$ cat src/rtl/axi_wr_pkg.sv
// Shared types and constants for the M1 write-channel route controller.
// Bus widths default to 32-bit address / 8-bit burst length unless predefined.
`ifndef AXI_ADDR_BITS
`define AXI_ADDR_BITS 32
`endif
`ifndef AXI_LEN_BITS
`define AXI_LEN_BITS 8
`endif

package axi_wr_pkg;

    localparam int ADDR_W = `AXI_ADDR_BITS;
    localparam int LEN_W  = `AXI_LEN_BITS;

    typedef enum logic [1:0] {
        ST_IDLE,
        ST_ADDR,
        ST_DATA,
        ST_RESP
    } wr_state_t;

    localparam logic [1:0] W_IDLE  = 2'd0;
    localparam logic [1:0] W_M1_S0 = 2'd1;
    localparam logic [1:0] W_M1_S1 = 2'd2;
    localparam logic [1:0] W_DEF   = 2'd3;

    localparam logic [1:0] OKAY   = 2'b00;
    localparam logic [1:0] DECERR = 2'b11;

    localparam logic [15:0] S0_BASE = 16'h0000;
    localparam logic [15:0] S1_BASE = 16'h0001;

endpackage

$ cat src/rtl/axi_default_slave_w.sv
// Default slave write responder: accepts address and data for unmapped
// targets and answers DECERR; only built when AXI_WR_DECERR_EN is defined.
module axi_default_slave_w
    import axi_wr_pkg::*;
(
    input  wr_state_t  state,
    input  logic [1:0] tgt,
    output logic       DS_AWREADY,
    output logic       DS_WREADY,
    output logic       DS_BVALID,
    output logic [1:0] DS_BRESP
);

    logic sel;

    assign sel        = (tgt == W_DEF);
    assign DS_AWREADY = sel && (state == ST_ADDR);
    assign DS_WREADY  = sel && (state == ST_DATA);
    assign DS_BVALID  = sel && (state == ST_RESP);
    assign DS_BRESP   = DS_BVALID ? DECERR : OKAY;

endmodule

$ cat src/rtl/axi_write_ctrl.sv
// Single-outstanding M1 write route controller driving the AW/W/B mux select.
// Define AXI_WR_DECERR_EN to route unmapped addresses to the default slave.
module axi_write_ctrl
    import axi_wr_pkg::*;
(
    input  logic              ACLK,
    input  logic              ARESET,
    input  logic [ADDR_W-1:0] AWADDR_M1,
    input  logic [LEN_W-1:0]  AWLEN_M1,
    input  logic              AWVALID_M1,
    input  logic              AWREADY_M1,
    input  logic              WVALID_M1,
    input  logic              WREADY_M1,
    input  logic              WLAST_M1,
    input  logic              BVALID_M1,
    input  logic              BREADY_M1,
    output logic [1:0]        W_state,
    output logic              len_err,
    output logic              DS_AWREADY,
    output logic              DS_WREADY,
    output logic              DS_BVALID,
    output logic [1:0]        DS_BRESP
);

    wr_state_t        state_q, state_d;
    logic [1:0]       tgt_q, tgt_d;
    logic [LEN_W-1:0] len_q, len_d;
    logic [LEN_W-1:0] beat_cnt_q, beat_cnt_d;
    logic [1:0]       decoded_tgt;
    logic             beat;
    logic             unused_addr;

    assign unused_addr = ^AWADDR_M1;
    assign beat        = WVALID_M1 && WREADY_M1;

    always_comb begin
        decoded_tgt = W_M1_S0;
`ifdef AXI_WR_DECERR_EN
        if (AWADDR_M1[31:16] == S0_BASE)
            decoded_tgt = W_M1_S0;
        else if (AWADDR_M1[31:16] == S1_BASE)
            decoded_tgt = W_M1_S1;
        else
            decoded_tgt = W_DEF;
`else
        decoded_tgt = AWADDR_M1[16] ? W_M1_S1 : W_M1_S0;
`endif
    end

    always_ff @(posedge ACLK) begin
        if (ARESET) begin
            state_q    <= ST_IDLE;
            tgt_q      <= W_IDLE;
            len_q      <= '0;
            beat_cnt_q <= '0;
        end else begin
            state_q    <= state_d;
            tgt_q      <= tgt_d;
            len_q      <= len_d;
            beat_cnt_q <= beat_cnt_d;
        end
    end

    // len_err flags a WLAST that disagrees with the latched length; the burst
    // still terminates only on WLAST so the downstream slave stays in sync.
    always_comb begin
        state_d    = state_q;
        tgt_d      = tgt_q;
        len_d      = len_q;
        beat_cnt_d = beat_cnt_q;
        len_err    = 1'b0;
        case (state_q)
            ST_IDLE: begin
                if (AWVALID_M1) begin
                    tgt_d   = decoded_tgt;
                    state_d = ST_ADDR;
                end
            end
            ST_ADDR: begin
                if (AWVALID_M1 && AWREADY_M1) begin
                    len_d      = AWLEN_M1;
                    beat_cnt_d = '0;
                    state_d    = ST_DATA;
                end
            end
            ST_DATA: begin
                if (beat) begin
                    beat_cnt_d = beat_cnt_q + 1'b1;
                    len_err    = WLAST_M1 ? (beat_cnt_q != len_q) : (beat_cnt_q == len_q);
                    if (WLAST_M1)
                        state_d = ST_RESP;
                end
            end
            ST_RESP: begin
                if (BVALID_M1 && BREADY_M1)
                    state_d = ST_IDLE;
            end
            default: state_d = ST_IDLE;
        endcase
    end

    assign W_state = (state_q == ST_IDLE) ? W_IDLE : tgt_q;

`ifdef AXI_WR_DECERR_EN
    axi_default_slave_w u_default_slave (
        .state      (state_q),
        .tgt        (tgt_q),
        .DS_AWREADY (DS_AWREADY),
        .DS_WREADY  (DS_WREADY),
        .DS_BVALID  (DS_BVALID),
        .DS_BRESP   (DS_BRESP)
    );
`else
    assign DS_AWREADY = 1'b0;
    assign DS_WREADY  = 1'b0;
    assign DS_BVALID  = 1'b0;
    assign DS_BRESP   = OKAY;
`endif

endmodule

$ cat config.mk
export PLATFORM = sky130hd
export DESIGN_NAME = axi_write_ctrl
export DESIGN_NICKNAME = d
export VERILOG_FILES = /design/src/rtl/axi_wr_pkg.sv /design/src/rtl/axi_default_slave_w.sv /design/src/rtl/axi_write_ctrl.sv
export SDC_FILE = /design/constraint.sdc
export NUM_CORES = 1
export LEC_CHECK = 0
export ABC_CLOCK_PERIOD_IN_PS = 1900
export BUFFER_PORTS_ARGS = -buffer_cell sky130_fd_sc_hd__buf_4
export CORE_MARGIN = 2
export CORE_UTILIZATION = 45
export DETAILED_ROUTE_END_ITERATION = 6
export GPL_ROUTABILITY_DRIVEN = 0
export PLACE_DENSITY = 0.77
export SETUP_SLACK_MARGIN = 0.15
export SYNTH_ARGS = -nofsm -noshare
export SYNTH_HDL_FRONTEND = slang
export SYNTH_SLANG_ARGS = --single-unit
$ cat constraint.sdc
create_clock -name ACLK -period 1.9 [get_ports ACLK]
set_clock_uncertainty 0.05 [all_clocks]
set_input_delay 0.19 -clock ACLK [delete_from_list [all_inputs] [get_ports ACLK]]
set_output_delay 0.19 -clock ACLK [all_outputs]
set_load 0.02 [all_outputs]
Word-level counts from Yosys, hierarchy flattened
Cells that the tools add are included.
Widths: inputs -> output; s select.
{"block": "totals", "ff_bits": 20, "inputBits": 49, "output_inout_bits": 8, "elab_cells": 38}
{"block": "classes", "add_sub_neg": 1, "n_eq_ne": 10, "n_mux": 14, "n_reduce_logical": 9}
{"operator": "$mux 8", "count": 2}
{"operator": "$pmux 8 s2", "count": 1}
{"operator": "$mux 2", "count": 7}
{"operator": "$ne 2x2->1 const B", "count": 5}
{"operator": "$add 8x1->8 const B", "count": 1}
{"operator": "$eq 8x8->1", "count": 1}
{"operator": "$ne 8x8->1", "count": 1}
{"operator": "$pmux 2 s4", "count": 1}
{"operator": "$reduce_and 5->1", "count": 1}
{"operator": "$eq 2x2->1 const B", "count": 2}
{"operator": "$reduce_and 2->1", "count": 2}
{"operator": "$logic_and 1x1->1", "count": 3}
{"operator": "$mux 1", "count": 3}
{"operator": "$reduce_and 3->1", "count": 1}
{"operator": "$eq 2x1->1 const B", "count": 1}
{"operator": "$logic_not 2->1", "count": 1}
{"operator": "$reduce_bool 2->1", "count": 1}

Logic depth before layout (Yosys ltp)
Gate-level depths: netlist of the first run.
{"block": "depth", "word_depth": 4, "depth_mapped": 7, "depth_no_buf": 6}

Worst setup path after synthesis of the first run
Ideal clock, no wire load.
{"block": "synth_path", "kind": "reg-to-reg", "from": "register state_q[0]", "to": "register beat_cnt_q[7]", "t_arrival_ns": 1.493, "t_required_ns": 1.790, "slack_ns": 0.297, "path_stages_with_launch": 8, "n_path_buf": 1, "path_cell_list": "dfxtp_1 inv_1 ha_1 buf_6 o211ai_1 nor3_2 a311oi_2 a41o_1"}
{"block": "synth_between", "elab_chain_len": 3}
{"item": "start: declaration", "line": "axi_write_ctrl.sv:25", "rtl": "wr_state_t state_q, state_d;"}
{"item": "start signal: assignment", "line": "axi_write_ctrl.sv:57", "rtl": "state_q <= state_d;"}
{"item": "$eq 2x1->1 or $eq 2x2->1 (tied branches)", "line": "axi_write_ctrl.sv:72", "rtl": "case (state_q)"}
{"item": "$ne 2x2->1 (no source line) or $reduce_bool 2->1 (tied branches)"}
{"item": "$reduce_and 3->1 (no source line)"}
{"item": "end signal: assignment", "line": "axi_write_ctrl.sv:60", "rtl": "beat_cnt_q <= beat_cnt_d;"}
{"item": "end: declaration", "line": "axi_write_ctrl.sv:28", "rtl": "logic [LEN_W-1:0] beat_cnt_q, beat_cnt_d;"}
Several ways; a longest one is shown, not always the timed one.
A chain may end at the register's enable or synchronous reset.

Final worst setup path of the first run
{"block": "layout_path", "from": "register beat_cnt_q[3]", "to": "output len_err"}
{"block": "layout_between", "elab_chain_len": 4}
{"item": "$eq 8x8->1 or $ne 8x8->1 (tied branches)", "line": "axi_write_ctrl.sv:89", "rtl": "len_err = WLAST_M1 ? (beat_cnt_q != len_q) : (beat_cnt_q == len_q);"}
{"item": "$mux 1 *", "line": "axi_write_ctrl.sv:89"}
{"item": "$mux 1 *", "line": "axi_write_ctrl.sv:87", "rtl": "if (beat) begin"}
{"item": "$mux 1 *", "line": "axi_write_ctrl.sv:72"}
{"item": "end: declaration", "line": "axi_write_ctrl.sv:18", "rtl": "output logic len_err,"}
Mark *: on every way between the ends. The rest lies on a longest branch, timed or not.

==> impl_metrics.toml, run 1 <==
[status]
status = "finished clean"

[route]
via_per_inst = 5.29
vias = 1005
drcViolationCount = 0
dr.pass1.iters = 4
wire_per_inst_um = 13.9
drt_iter0_drc = 36
postRouteAntennaNets = 0
wirelength_um = 2650

[power_and_ir_drop]
p_leak_uw = 0.000556
netSwitchingFraction = 0.393
power.switching_uw = 542
p_per_area_mw_per_mm2 = 928
ir_drop_mv = 0.890
intPower_uw = 838
power.share.sequential = 0.379
power_frac_comb = 0.472
clock_power_share = 0.148

[layout]
layout.nets = 217
drive_gt1_frac = 0.363
multi_input_area_sq_um = 786
final-seq-area_sq_um = 423
n_antenna_cell = 0
fin_cells = 190
fill_cells = 223
area_growth_pct = 24.9

[synthesis]
synth_edf_count = 0
syn_area_per_cell_sq_um = 8.75
netlist_instances = 136
synth-main-ff-cell = "dfxtp_1"
synth.area.top_cells = "dfxtp_1 (34%), xnor2_1 (9.6%), ha_1 (6.3%), nand2_1 (6.3%), a21oi_1 (5.5%)"
netlist_area_sq_mm = 0.00119
ys_seq_elements = 20
ys_top_cells_by_count = "dfxtp_1 (20), nand2_1 (20), a21oi_1 (13), xnor2_1 (13), nor2_1 (12)"
yosysTopAreaCell = "dfxtp_1"
yosys_warnings = 0
async_flop_share = 0
synth_top_cell_area_share = 0.336
ys_seq_area_frac = 0.336
synth_cell_type_count = 39

[clock_network]
cts_root_buf = "clkbuf_4"
cts_tree = "built"
cts_hold_buf = 0
cts_buffer_depth = 2
clkSinkCount = 20
cts.htree.levels = 1
cts_buffers = 3
clk_latency_ns = 0.30
clkTransAtPathRegs_ns = 0.11

[worst_setup_path]
crit_path_end_kind = "output pin"
crit_type = "register to output pin"
max_stage_delay_ns = 0.39
worstPathCellList = "xnor2_4, nand4_1, or3_1, a21oi_1, buf_4"
start_kind = "register"
cp_num_buf_inv = 1
cp_top_family = "simple AND/OR/NAND/NOR gates"
cp_max_fo = 2
cp.required_ns = 1.66
cpMaxStageDelayCell = "dfxtp_4"
crit_arrival_ns = 1.65

[timing]
setup_ws_ns = 0.0130
rsz0062_at_grt = "yes"
hold_viol_final = 0
finalMaxSlewViolations = 0
fin_crit_ns = 1.89
setup-violations-final = 0
whs_ns = 0.0693
fmax_ghz = 0.530
min_period_over_period = 0.993

[die]
fp.dieH_um = 55.4
design.core.area_sq_mm = 0.00250
start_util = 0.476
row_count = 18
dieArea_sq_mm = 0.00307
chipWidth_um = 55.4
io_pins = 57

[place]
dp.cells = 182
portBuffers = 20
pre_cts_ws_ns = 0.0591
hpwl_um = 1950

[global_route]
antenna_found_initial = 0
grt_pass1_wl_um = 4570
grt_pass1_vias = 1034
grt_util_all_layers = 0.185
grt_max_degree = 15
grt_overflow = 0

[flow_run]
maxCapViolations = 0

[hold_path]
hold_class = "primary input to register"
==> sequential cells by signal (all words and copies together), names as in the netlist <==
register    count
beat_cnt_q      8
len_q           8
state_q         2
tgt_q           2
==> through the flow <==
step / utilization / setup TNS [ns] / area, sq um / total power (uW)
6_report: 0.595 / 0 / 1490 / 1380
3_5_place_dp: 0.536 / 0 / 1340 / 1080
3_3_place_gp: 0.536 / 0 / 1340 / 1050
4_1_cts: 0.579 / 0 / 1450 / 1330
5_1_grt: 0.595 / -0.0817 / 1490 / 1480
2_1_floorplan: - / 0 / 1200 / 964
==> worst paths after layout <==
path	startpoint	to	slack, ns	depth (start not counted)
worst min register to register	tgt_q[1]	tgt_q[1]	0.41	2
worst min-delay path	AWLEN_M1[3]	len_q[3]	0.07	3
worst max register to register	state_q[0]	beat_cnt_q[7]	0.25	6
worst max-delay path	beat_cnt_q[3]	len_err	0.01	5
==> cells in the final DEF (no fill, tap or decap), types with 2 or more instances in the layout <==
master	synthesis	routed
clkbuf_4	0	3
nand3_1	4	4
ha_4	0	2
nor3_2	2	2
nor2b_1	3	3
nor2_1	12	12
nor3_1	2	2
nand2_1	20	20
xnor2_1	13	10
conb_1	1	5
dfxtp_4	0	3
buf_4	5	26
xnor2_2	0	2
nand4_1	2	2
a21oi_1	13	13
a21boi_4	2	2
ha_1	6	4
dfxtp_1	20	8
inv_1	6	5
dfxtp_2	0	9
==> worst register-to-register path: cells and delay by family, from the launching register on <==
| kind | cells | cell delay, ns |
|---|---|---|
| adders and majority gates | 1 | 0.21 |
| and+or+nand+nor | 1 | 0.11 |
| DFF | 1 | 0.37 |
| buffers and inverters | 1 | 0.10 |
| AOI/OAI and AO/OA | 3 | 0.76 |
==> layout make-up <==
class                   count  area share
clock buffers               3      0.0152
inverters                   6      0.0152
multi-input cells         105       0.529
flip-flops and latches     20       0.285
well taps                  30      0.0253
repair buffers             26       0.131
==> power groups by stage <==
| stage | clock network, uW | registers [uW] | logic, uW |
|---|---|---|---|
| 2_1_floorplan | 0 | 506 | 458 |
| 3_3_place_gp | 0 | 513 | 538 |
| 3_5_place_dp | 0 | 517 | 564 |
| 4_1_cts | 208 | 514 | 604 |
| 5_1_grt | 231 | 531 | 719 |
| 6_report | 205 | 523 | 652 |
==> per-layer routing <==
layer / vias to the layer above / track usage / share of wire
li1: 504 / - / -
met1: 471 / 0.207 / 0.44
met2: 25 / 0.347 / 0.51
met3: 5 / 0.0258 / 0.034
met4: 0 / 0.0732 / 0.015
met5: - / 0 / 0
==> what timing repair did <==
item,4_1_cts,5_1_grt
pin swaps,6,2
setup endpoints to repair,10,11
buffers inserted,4,1
hold endpoints to repair,0,0
gates resized for setup,19,6
==> cell families after synthesis <==
logic type	after synthesis	synth area share
AOI/OAI and AO/OA	25	0.168
xor gates and xnor gates	13	0.0957
adders and majority gates	6	0.0631
buffers and inverters	15	0.0705
DFF	20	0.336
muxes	1	0.00841
other	1	0.00315
and+or+nand+nor	55	0.254
No activity file was read; power rests on OpenSTA's default activity.
==> run 2: changes to the inputs <==
==> constraint.sdc (replaced) <==
create_clock -name ACLK -period 1.9 [get_ports ACLK]
set_clock_uncertainty 0.05 [all_clocks]
set_input_delay 0.095 -clock ACLK [delete_from_list [all_inputs] [get_ports ACLK]]
set_output_delay 0.095 -clock ACLK [all_outputs]
set_load 0.02 [all_outputs]
==> run 2 against run 1 <==
Sequential power barely moved. Clock power hardly changed. Register-to-register slack about the same. Global-route usage grew 0.68 points. Via count rose by 4.5%. Setup slack gained 0.11 ns. Die area is the same. Final cell count up 4.7%. Combinational power up 2%. Non-clock buffer count is 9 higher. Sequential share of layout area down 1.6 points. Critical endpoint unchanged.
==> impl_metrics.toml, run 2 (synthesized netlist as in run 1, its figures left out) <==
[worst_setup_path]
crit_type = "register to output pin"
reg2reg_slack_ns = 0.25
cp.required_ns = 1.75
ff2ff_path_depth = 6
crit_arrival_ns = 1.63
startpoint = "len_q[3]"
crit_path_end_kind = "output pin"
cp_max_fo = 2
start_kind = "register"
r2r_start = "state_q[0]"

[global_route]
grt_pass1_vias = 1057
grt_max_degree = 15
grt_overflow = 0
grt_pass1_wl_um = 4730
antenna_found_initial = 0
grt_util_all_layers = 0.192

[power_and_ir_drop]
total_power_uw = 1400
ir_drop_mv = 0.901
p_per_area_mw_per_mm2 = 885
p_leak_uw = 0.000594

[layout]
final_core_util = 0.631
layout.nets = 226
final-seq-area_sq_um = 424
area_growth_pct = 32.6
multi_input_area_sq_um = 786
fill_cells = 207
n_antenna_cell = 0
final_common_cell = "buf_4"
fin_cells = 199
largestRegisters = "beat_cnt_q x8, len_q x8"
drive_gt1_frac = 0.349
final_cell_mix = "buf_4 (26), nand2_1 (20), a21oi_1 (13)"

[timing]
fmax_ghz = 0.563
setup-violations-final = 0
finalMaxSlewViolations = 0
fin_crit_ns = 1.77
tns_ns = 0
rsz0062_at_grt = "yes"
hold_viol_final = 0
min_period_over_period = 0.934
whs_ns = 0.0103

[route]
dr.pass1.iters = 4
postRouteAntennaNets = 0
wire_per_inst_um = 13.9
wirelength_um = 2760
via_per_inst = 5.28
drcViolationCount = 0
vias = 1050
drt_iter0_drc = 34

[die]
chipWidth_um = 55.4
io_pins = 57
design.core.area_sq_mm = 0.00250
dieArea_sq_mm = 0.00307
start_util = 0.476
row_count = 18
fp.dieH_um = 55.4

[hold_path]
hp-start = "ARESET"
hold_depth = 2
hold_class = "primary input to register"

[clock_network]
cts_buffer_depth = 2
cts_buffers = 3
clkSinkCount = 20
cts_tree = "built"
cts.htree.levels = 1
cts_root_buf = "clkbuf_4"
clk_latency_ns = 0.30
clkTransAtPathRegs_ns = 0.11

[place]
hpwl_um = 1950
portBuffers = 20
dp.cells = 182

[status]
status = "finished clean"

[flow_run]
maxCapViolations = 0
run 2: changes by cell type in the layout (fill, tap and decap cells not counted), sizes merged:
cell         delta
dlygate4sd3     +9
run 2: routing by layer:
metal | vias up | GRT usage | share of wire
met5 | - | 0 | 0
met4 | 0 | 0.0732 | 0.015
met3 | 5 | 0.0258 | 0.034
met2 | 27 | 0.355 | 0.52
met1 | 497 | 0.220 | 0.43
li1 | 521 | - | -
run 2: worst paths after layout:
check	end
setup / recovery	len_err
hold reg to reg	tgt_q[1]
hold / removal	state_q[1]
setup reg to reg	beat_cnt_q[7]
run 2: layout make-up:
cell class              count  share of cell area
inverters                   6              0.0143
clock buffers               3              0.0143
repair buffers             35               0.181
flip-flops and latches     20               0.269
well taps                  30              0.0238
multi-input cells         105               0.498
run 2: timing repair:
item | 4_1_cts | 5_1_grt
gates resized for setup | 19 | 7
endpoints found under the hold margin | 9 | 0
pin swaps | 5 | 2
buffers inserted | 3 | 2
endpoints found under the setup margin | 10 | 7
hold buffers | 9 | 0
run 2: worst max-delay path, stage by stage (launching register included):
cell     delay, ns
dfxtp_2       0.37
xnor2_4       0.17
nand4_1       0.12
or3_1         0.38
a21oi_1       0.13
buf_4         0.16
run 2: power by group:
part | switching, uW | internal [uW] | total (uW)
clock network | 131 | 74.1 | 205
registers | 52.1 | 471 | 523
logic | 363 | 305 | 668
run 2: per-stage QoR:
stage | worst slack (ns) | instance area, sq um
after floorplan | 0.297 | 1200
after global placement | 0.108 | 1340
after detailed placement | 0.0591 | 1340
after CTS | 0.150 | 1530
after global routing | 0.0305 | 1580
final | 0.125 | 1580
